<file path="config.mk">
export PLATFORM = sky130hd
export DESIGN_NAME = rtc_irq_ctrl
export DESIGN_NICKNAME = d
export VERILOG_FILES = /design/src/rtl/iigs_irq_pkg.sv /design/src/rtl/irq_edge_latch.sv /design/src/rtl/rtc_irq_ctrl.sv
export SDC_FILE = /design/constraint.sdc
export NUM_CORES = 1
export LEC_CHECK = 0
export CORE_AREA = 2 2 43 65
export CTS_CLUSTER_DIAMETER = 30
export CTS_CLUSTER_SIZE = 25
export DETAILED_ROUTE_END_ITERATION = 8
export DIE_AREA = 0 0 45 67
export GPL_TIMING_DRIVEN = 0
export PLACE_DENSITY_LB_ADDON = 0.05
export SETUP_SLACK_MARGIN = 0.4
export SYNTH_ARGS = -nofsm -noshare
export SYNTH_HDL_FRONTEND = slang
export SYNTH_SLANG_ARGS = --single-unit
</file>
<file path="constraint.sdc">
create_clock -name clk -period 4.2 [get_ports clk]
set_clock_uncertainty 0.15 [all_clocks]
set_input_delay 0.84 -clock clk [delete_from_list [all_inputs] [get_ports clk]]
set_output_delay 0.84 -clock clk [all_outputs]
set_load 0.05 [all_outputs]
</file>
<file path="src/rtl/iigs_irq_pkg.sv">
// rtl/iigs_irq_pkg.sv - IIGS interrupt soft-switch addresses and register bit positions
package iigs_irq_pkg;

  localparam logic [7:0] ADDR_C023 = 8'h23;
  localparam logic [7:0] ADDR_C032 = 8'h32;
  localparam logic [7:0] ADDR_C041 = 8'h41;
  localparam logic [7:0] ADDR_C046 = 8'h46;
  localparam logic [7:0] ADDR_C047 = 8'h47;

  // C023 VGCINT
  localparam int C023_IRQ     = 7;
  localparam int C023_ST_1S   = 6;
  localparam int C023_ST_SCAN = 5;
  localparam int C023_EN_1S   = 2;
  localparam int C023_EN_SCAN = 1;

  // C032 SCANINT: a zero in these bits clears the matching status
  localparam int C032_KEEP_1S   = 6;
  localparam int C032_KEEP_SCAN = 5;

  // C041 INTEN
  localparam int C041_EN_QTR      = 4;
  localparam int C041_EN_VBL      = 3;
  localparam int C041_INTEN_LO_HI = 2;

  // C046 INTFLAG
  localparam int C046_ST_QTR = 4;
  localparam int C046_ST_VBL = 3;

  function automatic logic is_irq_addr(input logic [7:0] a);
    return (a == ADDR_C023) || (a == ADDR_C032) || (a == ADDR_C041) ||
           (a == ADDR_C046) || (a == ADDR_C047);
  endfunction

endpackage

</file>
<file path="src/rtl/irq_edge_latch.sv">
// rtl/irq_edge_latch.sv - per-source rising-edge detect and set-over-clear status latch
module irq_edge_latch #(
  parameter int SYNC_SRC = 0
) (
  input  logic clk,
  input  logic reset,
  input  logic src,
  input  logic en,
  input  logic clr,
  output logic status
);

  logic src_s;
  logic src_d;

  generate
    if (SYNC_SRC != 0) begin : g_sync
      logic src_r;
      always_ff @(posedge clk or posedge reset) begin
        if (reset) src_r <= 1'b0;
        else       src_r <= src;
      end
      assign src_s = src_r;
    end else begin : g_nosync
      assign src_s = src;
    end
  endgenerate

  // en is the registered enable, so a same-clk enable write still sees the old value
  always_ff @(posedge clk or posedge reset) begin
    if (reset) begin
      src_d  <= 1'b0;
      status <= 1'b0;
    end else begin
      src_d <= src_s;
      if (src_s && !src_d && en) status <= 1'b1;
      else if (clr)              status <= 1'b0;
    end
  end

endmodule

</file>
<file path="src/rtl/rtc_irq_ctrl.sv">
// rtl/rtc_irq_ctrl.sv - IIGS timer/scanline/VBL interrupt status regs and CPU irq; VBL path under VBL_IRQ_EN
module rtc_irq_ctrl
  import iigs_irq_pkg::*;
#(
  parameter int SYNC_SRC = 0
) (
  input  logic       clk,
  input  logic       reset,
  input  logic       cen,
  input  logic [7:0] addr,
  input  logic [7:0] din,
  input  logic       rw,
  input  logic       strobe,
  input  logic       onesec_in,
  input  logic       qtrsec_in,
  input  logic       scan_in,
  input  logic       vbl_in,
  output logic       sel,
  output logic [7:0] dout,
  output logic       irq
);

  logic       acc, wr, rd;
  logic       en_1s, en_scan, en_qtr, en_vbl;
  logic [2:0] inten_lo;
  logic       st_1s, st_scan, st_qtr, st_vbl;
  logic       clr_1s, clr_scan, clr_qv;
  logic [7:0] rd_data;

  assign sel = is_irq_addr(addr);
  assign acc = strobe && cen;
  assign wr  = acc && !rw;
  assign rd  = acc && rw;

  assign clr_1s   = wr && (addr == ADDR_C032) && !din[C032_KEEP_1S];
  assign clr_scan = wr && (addr == ADDR_C032) && !din[C032_KEEP_SCAN];
  assign clr_qv   = acc && (addr == ADDR_C047);

  always_ff @(posedge clk or posedge reset) begin
    if (reset) begin
      en_1s    <= 1'b0;
      en_scan  <= 1'b0;
      en_qtr   <= 1'b0;
      inten_lo <= 3'b000;
    end else if (wr) begin
      if (addr == ADDR_C023) begin
        en_1s   <= din[C023_EN_1S];
        en_scan <= din[C023_EN_SCAN];
      end
      if (addr == ADDR_C041) begin
        en_qtr   <= din[C041_EN_QTR];
        inten_lo <= din[C041_INTEN_LO_HI:0];
      end
    end
  end

  irq_edge_latch #(.SYNC_SRC(SYNC_SRC)) u_lat_1s (
    .clk(clk), .reset(reset), .src(onesec_in), .en(en_1s), .clr(clr_1s), .status(st_1s)
  );

  irq_edge_latch #(.SYNC_SRC(SYNC_SRC)) u_lat_scan (
    .clk(clk), .reset(reset), .src(scan_in), .en(en_scan), .clr(clr_scan), .status(st_scan)
  );

  irq_edge_latch #(.SYNC_SRC(SYNC_SRC)) u_lat_qtr (
    .clk(clk), .reset(reset), .src(qtrsec_in), .en(en_qtr), .clr(clr_qv), .status(st_qtr)
  );

`ifdef VBL_IRQ_EN
  logic unused_din;
  assign unused_din = din[7];

  always_ff @(posedge clk or posedge reset) begin
    if (reset)                             en_vbl <= 1'b0;
    else if (wr && (addr == ADDR_C041))    en_vbl <= din[C041_EN_VBL];
  end

  irq_edge_latch #(.SYNC_SRC(SYNC_SRC)) u_lat_vbl (
    .clk(clk), .reset(reset), .src(vbl_in), .en(en_vbl), .clr(clr_qv), .status(st_vbl)
  );
`else
  logic unused_in;
  assign unused_in = ^{din[7], din[3], vbl_in};
  assign en_vbl    = 1'b0;
  assign st_vbl    = 1'b0;
`endif

  always_comb begin
    rd_data = 8'h00;
    case (addr)
      ADDR_C023: begin
        rd_data[C023_IRQ]     = (st_1s && en_1s) || (st_scan && en_scan);
        rd_data[C023_ST_1S]   = st_1s;
        rd_data[C023_ST_SCAN] = st_scan;
        rd_data[C023_EN_1S]   = en_1s;
        rd_data[C023_EN_SCAN] = en_scan;
      end
      ADDR_C041: begin
        rd_data[C041_EN_QTR]            = en_qtr;
        rd_data[C041_EN_VBL]            = en_vbl;
        rd_data[C041_INTEN_LO_HI:0]     = inten_lo;
      end
      ADDR_C046: begin
        rd_data[C046_ST_QTR] = st_qtr;
        rd_data[C046_ST_VBL] = st_vbl;
      end
      default: rd_data = 8'h00;
    endcase
  end

  always_ff @(posedge clk or posedge reset) begin
    if (reset) begin
      dout <= 8'h00;
      irq  <= 1'b0;
    end else begin
      if (rd && sel) dout <= rd_data;
      irq <= (st_1s && en_1s) || (st_scan && en_scan) ||
             (st_qtr && en_qtr) || (st_vbl && en_vbl);
    end
  end

endmodule

</file>
## Word level (Yosys, flattened, before mapping)

Index checks and enable logic that the tools add are counted.
Widths: inputs -> output; s select.

- Output and inout bits: 10
- Input bits: 25
- Logic and storage cells: 61
- Register bits after elaboration: 21

- Muxes and demuxes: 10
- Reductions and logical operators: 34
- Eq/ne operators: 5

Operators by type and width:

| operator | number |
|---|---|
| $eq 8x7->1 const B | 3 |
| $logic_and 1x1->1 | 17 |
| $eq 8x6->1 const B | 2 |
| $pmux 2 s2 | 2 |
| $mux 1 | 7 |
| $logic_not 1->1 | 6 |
| $logic_or 1x1->1 | 6 |
| $reduce_bool 2->1 | 3 |
| $reduce_and 2->1 | 2 |
| $mux 3 | 1 |

## Depth between registers and ports, before layout

- Word-level depth: 6
- Mapped depth: 5

## By module

A second synthesis with hierarchy kept.

- Cell total of the unflattened synthesis: 87
- Area, all modules: 1014.7 µm²

By module, submodules not included:

| module | times used | area each (µm²) | cells each |
|---|---|---|---|
| rtc_irq_ctrl | 1 | 793.3 | 69 |
| irq_edge_latch | 3 | 73.8 | 6 |

## Worst setup path after synthesis

Ideal clock, no wire load.

- Kind: in2out
- Start: input port addr[6]
- End: output port sel
- Buffers on the path: 0
- Setup slack: 1.271 ns
- Stages: 4
- Arrival: 1.939 ns
- Data required time: 3.210 ns
- Cell sequence: nand3b_1 > or4_4 > a21oi_1 > a31o_2

- Cells in the longest elaborated chain, start to end: 5
- Elaborated cells on any way between the ends: 9

RTL lines:

| element | line | RTL |
|---|---|---|
| from (decl) | rtc_irq_ctrl.sv:10 | `input logic [7:0] addr,` |
| $eq 8x6->1 | iigs_irq_pkg.sv:31 | `return (a == ADDR_C023) \|\| (a == ADDR_C032) \|\| (a == ADDR_C041) \|\|` |
| $logic_or 1x1->1 (3 in a row) | iigs_irq_pkg.sv:31 |  |
| $logic_or 1x1->1 (*) | iigs_irq_pkg.sv:32 | `(a == ADDR_C046) \|\| (a == ADDR_C047);` |
| to (decl) | rtc_irq_ctrl.sv:18 | `output logic sel,` |

Mark *: on every way between the ends. The rest lies on a longest branch, timed or not.

## Worst setup path in the final report

- Start: input port addr[1]
- End: output port sel

Same word-level chain as after synthesis.

==> flow_summary_export.csv <==
group,metric,value,unit
outcome,outcome,"finished, final reports clean",
clock_network,insertion_delay,0.30,ns
clock_network,post_cts_hold_buffer_count,0,
timing,fin_crit_sh,87.0,%
hold_path,hold_path.class,"register to register",
timing,max_slew_margin,51.2,%
route,detail-route-antenna-nets,0,
synth,ys_seq_elements,20,
route,per_cell_via_count_in_the_routed_design,5.63,
pwr,p_leak,0.589,nW
finish,layout.core_utilization,55.0,%
global_routing,number_of_global_route_vias_before_repair,809,
synth,postSynthAreaPerCell,11.2,µm²
timing,finalHoldViolCount,0,
synth,postSynthNetCount,113,
setup_path,path_max_fanout,6,
timing,setup-violations-final,0,
hold_path,hold_path.startpoint,"u_lat_1s.src_d",
floorplan,core-area,2420,µm²
setup_path,crit_chain,"clkdlybuf4s50_1 > nand3b_1 > or4_4 > a21oi_1 > a31o_2 > buf_2",
route,routed_length_per_instance,14.4,µm
route,detail_route.drc_violations,0,
timing,totalNegativeSetupSlack,0,ns
finish,largest_register_ffs,7,
clock_network,cts_made_buffers,3,
synth,synth_enable_flop_cells,0,
synth,netlist_instances,88,
floorplan,row_count,22,
timing,max_slew.worst_pin.slew,0.732,ns
clock_network,cts_post_setup_buffers_inserted,0,
setup_path,critical_path_arrival,2.66,ns
finish,fraction_of_layout_cells_with_a_size_suffix_above_1,22.5,%
clock_network,cts.reportedPaths.clkPinSlew,0.11,ns
synth,post_synth_most_frequent_cells,"dfrtp_1 (20), mux2_2 (13), nand2_1 (9), nand3b_1 (4), nor3_1 (4)",
finish,fillerInstances,232,
place,place.port_buffers,28,
floorplan,initial_core_util,40.9,%
finish,reg.largest.list,"dout x7, inten_lo x3",
finish,layout-area-overhead-vs-synth,34.5,%
synth,synthDistinctLibCells,31,
setup_path,worstSetupEndpointType,"output port",
clock_network,cts.sink_count,20,
setup_path,start_point_of_the_critical_path,"addr[1]",
global_routing,wire_length_of_the_first_global_routing_pass,3.34,mm
pwr,vdd_ir_drop_max,0.181,mV
finish,nNetsFinal,146,
timing,achievable_clock_frequency,274,MHz
setup_path,crit_path_start_kind,"input pin",
global_routing,grt_start_max_net_pins,21,
route,drt_iter0_drcs,17,
finish,antennaDiodeCount,0,
synth,synth.yosys.warnings,0,
pwr,power_per_cell_area,268,nW/µm²
synth,yosysMostFrequentCell,"dfrtp_1",
clock_network,maximum_buffer_depth_of_the_clock_tree,2,
global_routing,track_usage,15.3,%
route,firstDrtPassIters,4,
synth,synthesis.area,990,µm²
setup_path,worst_path_required,3.21,ns
global_routing,number_of_antenna_violations_at_the_first_check_in_global_routing,0,
synth,yosysTopAreaCell,"dfrtp_1",
route,drt-total-wl,2.07,mm
synth,synth_top_cell_area_share,50.6,%
timing,final_period_minus_worst_setup_slack,3.65,ns
route,via_count,811,
floorplan,pin_count,35,
floorplan,dieWidth,45,µm
setup_path,cp_slowest_stage_delay,0.60,ns
setup_path,crit_path_top_delay_cell,"clkdlybuf4s50_1",
synth,synth-main-ff-cell,"dfrtp_1",
global_routing,grt-ovfl-total,0,
synth,synth-seq-area-share,50.6,%
place,dpl.hpwl,1.65,mm
clock_network,cts_tree,"yes",
timing,finalMaxSlewViolations,0,
run,max-cap-violations,0,
clock_network,clk_root_buffer_cell,"clkbuf_4",
floorplan,die_area,3020,µm²
setup_path,worst-setup-path-type,"input pin to output port",
finish,largest_register,"dout",
setup_path,crit-reg2reg-launch,"en_qtr",
synth,ys_async_sr_fraction,100,%
synth,leading_cell_types_by_total_area_after_synthesis,"dfrtp_1 (51%), mux2_2 (15%), nand2_1 (3.4%)",
clock_network,cts-htree-levels,1,
timing,grt_setup_unrepaired,"false",
place,gp_congestion,0.789,
floorplan,die_height,67,µm
==> cell usage in the layout, fill, tap and decap left out <==
master            n
a22oi_1           3
or4_1             1
nor2_1            3
or3b_2            1
nor4_1            2
clkbuf_4          3
or2b_1            1
nor2b_1           1
nand2b_1          1
clkdlybuf4s50_1  27
mux2_2           13
nand2_1           9
nor3_1            4
or4_4             1
a31o_2            1
nor3b_1           1
nand4_1           1
a211oi_2          1
o22ai_1           1
inv_1             1
xor2_1            1
buf_4             2
nand3_1           2
o21ai_0           3
conb_1            1
or4bb_2           1
a21oi_1           2
nand3b_1          4
dfrtp_1          20
buf_2             2
and3_1            3
a31oi_2           1
nand4b_1          1
clkbuf_8          1
==> power breakdown <==
group	leakage [nW]	internal, mW	switching, mW
sequential	0.271	0.198	0.00314
clock	0.0210	0.0528	0.0581
combinational	0.297	0.0234	0.0210
total	0.589	0.274	0.0822
==> worst max-delay path, delay by kind of cell <==
kind / cells / cell delay (ns)
compound gates: 2 / 0.29
buf+inv: 2 / 0.85
simple gates: 2 / 0.68
==> through the flow <==
stage	std cells	hold slack [ns]	total power, mW	area [µm²]	setup slack [ns]
final	144	0.346	0.356	1330	0.548
after global routing	144	0.373	0.372	1330	0.463
after CTS	144	0.352	0.362	1340	0.447
after detailed placement	140	0.335	0.250	1300	0.0377
after global placement	140	0.326	0.249	1300	0.0304
after floorplan	88	0.312	0.223	990	1.27
==> worst paths after layout <==
| check | to | slack (ns) | depth (start not counted) |
|---|---|---|---|
| min in group asynchronous | u_lat_qtr.status | 0.81 | 2 |
| hold / removal | u_lat_1s.status | 0.35 | 2 |
| hold reg to reg | u_lat_1s.status | 0.35 | 2 |
| setup reg to reg | dout[4] | 2.68 | 3 |
| setup / recovery | sel | 0.55 | 6 |
| max in group asynchronous | dout[6] | 2.63 | 2 |
==> metal layers <==
metal | global-route usage [%] | share of wire, % | up-vias
met5 | 0 | 0 | -
met4 | 6.62 | 1.4 | 0
met3 | 2.17 | 5.5 | 4
met2 | 27.1 | 51 | 21
met1 | 17.3 | 42 | 400
li1 | - | - | 386
==> layout make-up <==
type | count | area, µm² | area share, %
tap | 24 | 30.0 | 2.26
buffer | 3 | 20.0 | 1.50
timing repair buffer | 28 | 275 | 20.7
inverter | 1 | 3.75 | 0.282
multi-input combinational | 64 | 465 | 35.0
clock buffer | 4 | 36.3 | 2.73
sequential | 20 | 500 | 37.6
==> timing repair <==
item / in CTS / in global routing
gates resized for setup: 3 / 2
setup endpoints to repair: 1 / 1
hold endpoints to repair: 0 / 0
==> kinds of logic after synthesis <==
logic type | Yosys count | synth area share (%)
AND/OR/NAND/NOR | 37 | 22.1
flip-flops | 20 | 50.6
multiplexers | 13 | 14.8
AO/OA/AOI/OAI | 12 | 8.85
buffers and inverters | 4 | 2.40
XOR/XNOR | 1 | 0.885
other | 1 | 0.379
(Power assumes the default switching activity.)
